<file path="config.mk">
export PLATFORM = sky130hd
export DESIGN_NAME = load_store_unit
export DESIGN_NICKNAME = d
export VERILOG_FILES = /design/src/rtl/load_store_unit.sv
export SDC_FILE = /design/constraint.sdc
export NUM_CORES = 1
export LEC_CHECK = 0
export ABC_AREA = 1
export CORE_UTILIZATION = 45
export DETAILED_ROUTE_END_ITERATION = 10
export PLACE_DENSITY_LB_ADDON = 0.3
export SLEW_MARGIN = 20
export SYNTH_ARGS = -nofsm -noshare
export SYNTH_HDL_FRONTEND = slang
export SYNTH_SLANG_ARGS = --single-unit
</file>
<file path="constraint.sdc">
create_clock -name clk -period 2.5 [get_ports clk]
set_input_delay 0.375 -clock clk [delete_from_list [all_inputs] [get_ports clk]]
set_output_delay 0.375 -clock clk [all_outputs]
set_load 0.03 [all_outputs]
</file>
<file path="src/rtl/load_store_unit.sv">
// load_store_unit: single-request load/store initiator for the 8-bit data RAM (optional LSU_BOUNDS_CHECK_EN adds fault)
module load_store_unit #(
  parameter int DATA_W = 8,
  parameter int ADDR_W = 8,
  parameter int REG_IDX_W = 3
`ifdef LSU_BOUNDS_CHECK_EN
  , parameter int MEM_DEPTH = 16
`endif
) (
  input  logic                 clk,
  input  logic                 rst,
  input  logic                 req_valid,
  output logic                 req_ready,
  input  logic                 req_is_store,
  input  logic [ADDR_W-1:0]    req_base,
  input  logic [ADDR_W-1:0]    req_offset,
  input  logic [DATA_W-1:0]    req_wdata,
  input  logic [REG_IDX_W-1:0] req_rd,
  output logic                 mem_read,
  output logic                 mem_write,
  output logic [ADDR_W-1:0]    mem_addr,
  output logic [DATA_W-1:0]    mem_wdata,
  input  logic [DATA_W-1:0]    mem_rdata,
  output logic                 wb_valid,
  output logic [REG_IDX_W-1:0] wb_rd,
  output logic [DATA_W-1:0]    wb_data,
  output logic                 st_done,
  output logic                 busy
`ifdef LSU_BOUNDS_CHECK_EN
  , output logic               fault
`endif
);
  typedef enum logic [1:0] {IDLE, ACCESS, WB} state_t;
  state_t state;
  logic [REG_IDX_W-1:0] rd_q;
  logic [ADDR_W-1:0] ea;
  logic oob;
  assign ea = req_base + req_offset;
`ifdef LSU_BOUNDS_CHECK_EN
  assign oob = {1'b0, ea} >= (ADDR_W+1)'(MEM_DEPTH);
`else
  assign oob = 1'b0;
`endif
  assign req_ready = state == IDLE;
  assign busy = state != IDLE;
  // Request capture, one-cycle RAM access, then load write-back; mem_read doubles as "valid load in flight"
  always_ff @(posedge clk) begin
    if (rst) begin
      state <= IDLE;
      rd_q <= '0;
      mem_read <= 1'b0;
      mem_write <= 1'b0;
      mem_addr <= '0;
      mem_wdata <= '0;
      wb_valid <= 1'b0;
      wb_rd <= '0;
      wb_data <= '0;
      st_done <= 1'b0;
`ifdef LSU_BOUNDS_CHECK_EN
      fault <= 1'b0;
`endif
    end else begin
      mem_read <= 1'b0;
      mem_write <= 1'b0;
      st_done <= 1'b0;
      wb_valid <= 1'b0;
`ifdef LSU_BOUNDS_CHECK_EN
      fault <= 1'b0;
`endif
      if (state == IDLE && req_valid) begin
        state <= ACCESS;
        mem_addr <= ea;
        rd_q <= req_rd;
        if (req_is_store) mem_wdata <= req_wdata;
        mem_write <= req_is_store && !oob;
        st_done <= req_is_store && !oob;
        mem_read <= !req_is_store && !oob;
`ifdef LSU_BOUNDS_CHECK_EN
        fault <= oob;
`endif
      end else if (state == ACCESS) begin
        state <= mem_read ? WB : IDLE;
        if (mem_read) begin
          wb_data <= mem_rdata;
          wb_rd <= rd_q;
          wb_valid <= 1'b1;
        end
      end else if (state == WB) begin
        state <= IDLE;
      end
    end
  end
endmodule

</file>
# ---- Word-level counts from Yosys, hierarchy flattened
# Cells that the tools add are included.
dict set report op_classes {
  addsub 1
  eq_ne 2
  mux 5
  bitwise_logic 2
  n_reduce_logical 11
}
# op count
set ops {}
lappend ops {{adder 8 bit} 1}
lappend ops {{two-way mux 2 bit} 3}
lappend ops {{nonzero test 2 bit} 2}
lappend ops {{OR reduction 2 bit} 2}
lappend ops {{AND reduction 3 bit} 1}
lappend ops {{nonzero test 3 bit} 1}
lappend ops {{OR reduction 3 bit} 1}
lappend ops {{== test 2 x 1 -> 1 bit (second input constant)} 1}
lappend ops {{== test 2 bit (second input constant)} 1}
lappend ops {{zero test 2 bit} 1}
lappend ops {{two-way mux 1 bit} 2}
lappend ops {{inverter 1 bit} 2}
lappend ops {{AND reduction 2 bit} 1}
lappend ops {{logical AND 1 bit} 1}
lappend ops {{zero test 1 bit} 1}
dict set report word_totals {
  register_bits 35
  in_bits 39
  out_inout_bits 33
  elab_cells 31
}

# ---- Logic depth before layout (Yosys ltp)
# Gate-level depths: netlist of run 1.
dict set report logic_depth {
  depth_word 4
  mapped_depth 11
  depth_no_buf 11
}

# ---- Worst setup path after synthesis of run 1
# Ideal clock, no wire load.
dict set report synth_timing {
  kind {input -> register}
  start {input port req_base[0]}
  end {register mem_addr[6]}
  setup_time_ns 0.113
  t_arrival_ns 1.403
  t_required_ns 2.387
  path_slack_ns 0.984
  path_stages 11
  n_path_buf 0
  cell_sequence {ha_1 inv_1 fa_1 inv_1 nand2_1 nand2_1 nand3b_1 nand2_1 nand2_1 nand3_1 nand2_1}
}
dict set report synth_via {
  elab_chain_len 1
}
# element line
set synth_lines {}
lappend synth_lines {{start: declaration} 15} ;# input logic [ADDR_W-1:0] req_base,
lappend synth_lines {{adder 8 bit} 38} ;# assign ea = req_base + req_offset;
lappend synth_lines {{end signal: assignment} 53} ;# mem_addr <= '0;
lappend synth_lines {{end signal: assignment} 72} ;# mem_addr <= ea;
lappend synth_lines {{end: declaration} 21} ;# output logic [ADDR_W-1:0] mem_addr,
# No other way between the ends.
# A chain may end at the register's enable or synchronous reset.

# ---- Final worst setup path of run 1
dict set report layout_timing {
  start {register state[1]}
  end {output port busy}
}
dict set report layout_via {
  elab_chain_len 1
}
# element line
set layout_lines {}
lappend layout_lines {{start: declaration} 34} ;# state_t state;
lappend layout_lines {{start signal: assignment} 82} ;# state <= mem_read ? WB : IDLE;
lappend layout_lines {{nonzero test 2 bit} 45} ;# assign busy = state != IDLE;
lappend layout_lines {{end: declaration} 28} ;# output logic busy
# No other way between the ends.

==> key figures, run 1 <==
Outcome
  • Outcome: completed

Final layout
  • Layout area overhead: 46.71%
  • N_diodes: 0
  • Nets: 320
  • Finished Layout Cells: 316
  • Share of cells above drive strength 1: 8.519%

Setup path
  • Critical path startpoint: state[1]
  • Buf/Inv on CP: 3
  • Reg2reg start: state[1]
  • Worst setup EP type: output pin
  • Worst Path Required: 2.12 ns
  • RR Endpoint: wb_data[1]
  • Crit-path slowest cell: clkdlybuf4s50_1
  • CP startpoint kind: register
  • Flop-to-flop setup slack: 0.99 ns
  • Most frequent CP cell: inv_1
  • Critical Path Stages: 4
  • Worst path max stage delay: 0.65 ns
  • CP delay by family, top: buffers and inverters
  • Critical path class: reg2out
  • Max Fanout on Critical Path: 3
  • CP arrival: 1.77 ns
  • CP Capture Point: busy
  • Worst reg-to-reg path cell count: 7
  • Crit-path cells: inv_1 -> ha_1 -> inv_1 -> clkdlybuf4s50_1

Clocking
  • Root buffer cell: clkbuf_4
  • Deepest clock path buffer count: 2
  • TritonCTS clock tree: yes
  • Hold buffer count at cts: 0
  • Clk sinks: 35
  • Later-pin clock latency in the skew report: 0.34 ns
  • Num CTS Buffers: 5
  • Post-CTS sizing: 0
  • Reg clk slew, reported paths: 0.10 ns
  • Post-CTS Setup Inserts: 0
  • H-Tree Depth: 2

STA
  • Tcrit/Tclk final: 85.61%
  • Slew Limit Headroom: 75.06%
  • Max Slew Vio Count: 0
  • Final setup viols: 0
  • Worst-Margin Slew: 0.3730 ns
  • Clk_skew: 0.005710 ns
  • Final Hold Vio Count: 0
  • Fmax: 0.4673 GHz
  • Unrepaired setup endpoints after global routing: no
  • Final setup TNS: 0 ns
  • Final Critical Period: 2.140 ns

Yosys
  • Adder-cell area share of the yosys netlist: 8.882%
  • Seq cells post-synth: 35
  • Compound-Gate Fraction of Synth Area: 12.56%
  • Avg Inst Size Synth: 8.211 um^2
  • Post-synthesis xor/xnor area fraction: 1.072%
  • Synth cell count leaders: 60 x nand2_1, 35 x dfxtp_1, 22 x a21oi_1, 17 x nand3_1, 15 x inv_1
  • Synth Instances: 199
  • Synth Cell Area: 1634 um^2
  • Sequential area share after synthesis: 42.88%
  • Number of flops mapped to enable cells by yosys: 0
  • Post-synthesis mux area share: 0%
  • Count leader, synth: nand2_1
  • Area share of the largest cell type after synthesis: 42.88%
  • Simple-gate share of the synthesized area: 26.19%
  • Synth unique cells: 30
  • Mapped Nets: 249
  • Ys flop type: dfxtp_1
  • Largest family of logic cells by synthesized area: simple AND/OR/NAND/NOR gates
  • Area contributors post-synth: dfxtp_1 43%, nand2_1 14%, ha_1 7.7%, a21oi_1 6.7%, nand3_1 5.2%
  • Yosys top cell by area: dfxtp_1
  • Ys async rst share: 0%
  • Synth Warn #: 0

Routing
  • Detailed Route WL: 3550 um
  • Met3 routed WL: 306 um
  • DR DRC count: 0
  • Vias per cell: 4.778
  • Vias: 1510
  • Met2 wire len: 1578 um
  • DR WL/cell: 11.23 um
  • DRT Pass-1 Iters: 4
  • Routed Antenna Nets: 0
  • Met1 WL: 1619 um
  • Top sig layer: met4
  • DRT iter0 DRCs: 45

Floorplan
  • Top Ports: 72
  • Core footprint: 3416 um^2
  • Die area: 3876 um^2
  • Cell Rows: 21
  • Initial Utilization: 47.84%
  • Die Span Y: 62.26 um
  • Die width: 62.26 um

GRT
  • Pin count of the biggest net entering global routing: 22
  • Grt ovf: 0
  • GRT Util Overall: 19.23%
  • First-pass GRT wire length: 5823 um
  • Vias in the first global route: 1366
  • Initial antenna violation count: 0

Placement
  • Placer Congestion: 0.7671
  • Hpwl dp: 2679 um
  • DP Cell Count: 309
  • I/O Buffers: 71

Min path
  • Hold Crit Class: reg2reg
  • Hold depth: 2

Power
  • PD cells: 602.4 nW/um^2
  • Maximum VDD drop: 0.4026 mV
  • Lkg Pwr: 0.9641 nW

Run
  • # Max-Cap Violations: 0
cell usage in the layout, fill, tap and decap left out, drive strengths merged:
cell type and count:
ha 10, dfxtp 35, clkdlybuf4s50 71, o21ai 4
o41ai 1, or2 2, xnor2 1, nand3b 3
inv 17, nand2 62, clkbuf 6, fa 1
nor2 8, a21oi 24, clkinv 1, a22o 4
buf 1, xor2 1, nand3 18
where the power goes:
part / total (W) / switching (W) / internal [W]
registers: 0.000637 / 0.0000296 / 0.000608
logic: 0.000493 / 0.000274 / 0.000218
clock network: 0.000314 / 0.000184 / 0.000130
how the worst min path moves through the flow:
stage	start	to	slack, ns
floorplan	rd_q[0]	wb_rd[0]	0.44
finish	mem_addr[7]	mem_addr[7]	0.47
detailed placement	mem_addr[2]	mem_addr[2]	0.45
global placement	mem_addr[1]	mem_addr[1]	0.44
global route	mem_addr[5]	mem_addr[5]	0.49
CTS	mem_addr[7]	mem_addr[7]	0.47
tightest hold or removal path, cell delays in order, from the launching register on:
cell and delay [ns]:
dfxtp_1 0.33, nand2_1 0.06, nand2_1 0.05
layout make-up:
cell class / count / area (um^2)
clock inverter: 1 / 5.005
multi-input combinational: 139 / 795.8
timing repair buffer: 72 / 718.2
inverter: 17 / 68.82
sequential: 35 / 700.7
tap: 46 / 57.56
fill: 296 / 1018
clock buffer: 6 / 51.30
sequential cells by signal (all words and copies together) (netlist names):
register / count
wb_rd: 3
state: 2
wb_data: 8
mem_read: 1
rd_q: 3
wb_valid: 1
mem_addr: 8
st_done: 1
mem_wdata: 8
per-stage QoR:
step | power (W) | area (um^2) | hold slack [ns] | util (%) | setup WS, ns
2_1_floorplan | 0.0009563 | 1634 | 0.4387 | - | 0.9838
3_3_place_gp | 0.001135 | 2341 | 0.4404 | 68.53 | 0.4258
3_5_place_dp | 0.001143 | 2341 | 0.4453 | 68.53 | 0.3572
4_1_cts | 0.001455 | 2397 | 0.4692 | 70.18 | 0.3533
5_1_grt | 0.001528 | 2397 | 0.4893 | 70.18 | 0.2557
6_report | 0.001444 | 2397 | 0.4656 | 70.18 | 0.3599
per-layer routing:
metal,track usage [%],vias to the layer above
met5,0,-
met4,6.395,0
met3,8.456,7
met2,30.91,60
met1,22.85,657
li1,-,786
kinds of logic after synthesis:
logic type | after synthesis
buffers and inverters | 25
DFF | 35
adders and majority gates | 11
AOI/OAI and AO/OA | 33
xor gates and xnor gates | 2
and+or+nand+nor | 93
Power figures use the tool's default switching activity.
==> run 2, diff against run 1 <==
--- a/config.mk
+++ b/config.mk
@@ -6,8 +6,9 @@
 export NUM_CORES = 1
 export LEC_CHECK = 0
 export ABC_AREA = 1
-export CORE_UTILIZATION = 45
+export CORE_UTILIZATION = 37
 export DETAILED_ROUTE_END_ITERATION = 10
+export HOLD_SLACK_MARGIN = 0.1
 export PLACE_DENSITY_LB_ADDON = 0.3
 export SLEW_MARGIN = 20
 export SYNTH_ARGS = -nofsm -noshare
==> constraint.sdc (replaced) <==
create_clock -name clk -period 1.8 [get_ports clk]
set_input_delay 0.27 -clock clk [delete_from_list [all_inputs] [get_ports clk]]
set_output_delay 0.27 -clock clk [all_outputs]
set_load 0.03 [all_outputs]
==> run 2 against run 1 <==
  * Critical path depth unchanged
  * Hold slack got worse by 0.011 ns
  * Largest cell class unchanged
  * Critical path type unchanged
  * First-iteration DRC count increased by 40%
  * Non-clock buffer count increased by 2
  * Highest routed layer unchanged
  * Combinational power increased by 36%
  * Final area increased by 2.7%
  * Die area increased by 21%
  * Power increased by 50%
  * Final cell count increased by 2.2%
==> key figures, run 2 (synthesis gave the netlist of run 1 again) <==
Outcome
  • Outcome: completed

Routing
  • DRT iter0 DRCs: 63 (+40%)
  • DR WL/cell: 10.73 um (-4.5%)
  • Vias per cell: 4.616 (-3.4%)
  • Vias: 1491 (-1.3%)
  • Routed Antenna Nets: 0 (unchanged)
  • DRT Pass-1 Iters: 5 (+1)
  • DR DRC count: 0 (unchanged)
  • Detailed Route WL: 3467 um (-2.3%)

Placement
  • DP Area: 2361 um^2 (+0.85%)
  • Hpwl dp: 2543 um (-5.1%)
  • Pre-CTS WS: -0.1559 ns (-0.5131 ns)
  • I/O Buffers: 71 (unchanged)
  • Placer Congestion: 0.7531 (-1.8%)

Final layout
  • Fillers: 378 (+28%)
  • Share of cells above drive strength 1: 9.524% (+1.0 points)
  • Fin area: 2461 um^2 (+2.7%)
  • N_diodes: 0 (unchanged)
  • Nets: 322 (+0.63%)
  • Commonest non-fill, non-tap cells in the layout: 69 x clkdlybuf4s50_1, 60 x nand2_1, 35 x dfxtp_1
  • Most common cell after layout, fill and taps aside: clkdlybuf4s50_1
  • Top flop regs: mem_addr x8, mem_wdata x8, wb_data x8
  • Layout area overhead: 50.61%

Setup path
  • CP startpoint kind: register
  • Critical Path Stages: 4 (unchanged)
  • Most frequent CP cell: inv_1
  • Crit-path cells: inv_1 -> ha_1 -> inv_1 -> dlygate4sd2_1
  • Worst path max stage delay: 0.38 ns (-0.27 ns)
  • Critical path class: reg2out
  • Worst reg-to-reg path cell count: 7 (unchanged)
  • Max Fanout on Critical Path: 3 (unchanged)
  • Crit-path slowest cell: dfxtp_1
  • Worst Path Required: 1.53 ns (-0.59 ns)
  • Worst setup EP type: output pin
  • CP delay by family, top: buffers and inverters
  • Buf/Inv on CP: 3 (unchanged)
  • CP arrival: 1.41 ns (-0.36 ns)

STA
  • Final setup TNS: 0 ns (unchanged)
  • Unrepaired setup endpoints after global routing: no
  • Final setup viols: 0 (unchanged)
  • Worst-Margin Slew: 0.3510 ns (-0.02196 ns)
  • Slew Limit Headroom: 76.53% (+1.5 points)
  • Tcrit/Tclk final: 93.15%
  • WHS: 0.4550 ns (-0.01061 ns)
  • Final Hold Vio Count: 0 (unchanged)
  • Fmax: 0.5964 GHz
  • Max Slew Vio Count: 0 (unchanged)
  • Setup WS post-layout: 0.1233 ns (-0.2365 ns)
  • Clk_skew: 0.004962 ns (-0.0007482 ns)
  • Final Critical Period: 1.677 ns

Floorplan
  • Die width: 68.46 um (+10%)
  • Die area: 4686 um^2 (+21%)
  • Cell Rows: 23 (+9.5%)
  • Top Ports: 72 (unchanged)
  • Initial Utilization: 39.71% (-8.1 points)
  • Core footprint: 4115 um^2 (+20%)
  • Die Span Y: 68.46 um (+10%)

GRT
  • Pin count of the biggest net entering global routing: 22 (unchanged)
  • Vias in the first global route: 1281 (-6.2%)
  • GRT Util Overall: 15.68% (-3.5 points)
  • Initial antenna violation count: 0 (unchanged)
  • First-pass GRT wire length: 5506 um (-5.4%)
  • Grt ovf: 0 (unchanged)

Power
  • Lkg Pwr: 0.9930 nW (+3.0%)
  • Sequential power share: 40.7% (-3.4 points)
  • Logic gate share of total power: 31.0% (-3.1 points)
  • Sw Share: 31.45% (-2.3 points)
  • Total Power: 0.002170 W (+50%)
  • Switching power: 0.0006826 W (+40%)
  • Clock Power Share: 28.3% (+6.6 points)
  • PD cells: 881.7 nW/um^2 (+46%)
  • Maximum VDD drop: 0.4902 mV (+22%)
  • Pint: 0.001487 W (+56%)

Clocking
  • Later-pin clock latency in the skew report: 0.28 ns (-0.06 ns)
  • Root buffer cell: clkbuf_8
  • H-Tree Depth: 2 (unchanged)
  • Deepest clock path buffer count: 2 (unchanged)
  • Post-CTS Setup Inserts: 0 (unchanged)
  • Clk sinks: 35 (unchanged)
  • Hold buffer count at cts: 0 (unchanged)
  • TritonCTS clock tree: yes
  • Num CTS Buffers: 5 (unchanged)
  • Reg clk slew, reported paths: 0.06 ns (-0.04 ns)

Run
  • # Max-Cap Violations: 0 (unchanged)

Min path
  • Hold depth: 2 (unchanged)
  • Hold Crit Class: reg2reg
[run 2: cell count changes in the layout (fill, tap and decap cells not counted), sizes merged]
cell / previous run / this run
clkbuf: 6 / 8
buf: 1 / 3
clkinv: 1 / 0
clkdlybuf4s50: 71 / 69
dlygate4sd2: 0 / 2
[run 2: cell type report]
type	count	area, um^2	area share, %
repair buffers	74	730.7	29.69
inverters	17	68.82	2.796
well taps	50	62.56	2.542
clock buffers	8	100.1	4.067
multi-input cells	139	798.3	32.44
flip-flops and latches	35	700.7	28.47
[run 2: worst register-to-register path, stage by stage (launching register included)]
cell and delay, ns:
dfxtp_1 0.38, inv_1 0.08, ha_1 0.23, nand2_4 0.14, nand3_4 0.17, inv_2 0.22, nand2_1 0.08, a21oi_1 0.12
[run 2: worst paths after layout]
kind                    start           to  slack [ns]
setup / recovery     state[1]         busy        0.12
hold / removal    mem_addr[3]  mem_addr[3]        0.45
setup reg to reg     state[1]   wb_data[7]        0.32
hold reg to reg   mem_addr[3]  mem_addr[3]        0.45
[run 2: timing repair]
item	4_1_cts	5_1_grt
endpoints found under the setup margin	2	1
pin swaps	0	0
cloned	0	0
resized for setup	2	1
endpoints found under the hold margin	0	0
[run 2: layer usage]
| layer | routed length [um] | vias to the layer above | GRT usage (%) |
|---|---|---|---|
| met5 | 0 | - | 0 |
| met1 | 1679 | 651 | 20.32 |
| met4 | 36 | 0 | 6.250 |
| li1 | - | 793 | - |
| met2 | 1555 | 42 | 24.02 |
| met3 | 195 | 5 | 4.833 |
[run 2: power by group through the flow]
stage / logic, W / clock network [W] / registers [W]
2_1_floorplan: 0.000333 / 0 / 0.000995
3_3_place_gp: 0.000683 / 0 / 0.000901
3_5_place_dp: 0.000689 / 0 / 0.000899
4_1_cts: 0.000678 / 0.000634 / 0.000883
5_1_grt: 0.000735 / 0.000670 / 0.000892
6_report: 0.000672 / 0.000615 / 0.000883
[run 2: metrics by stage]
stage	cells	utilization (%)
after global placement	315	57.37
after floorplan	199	-
final	323	59.81
after detailed placement	315	57.37
after CTS	323	59.74
after global routing	323	59.81
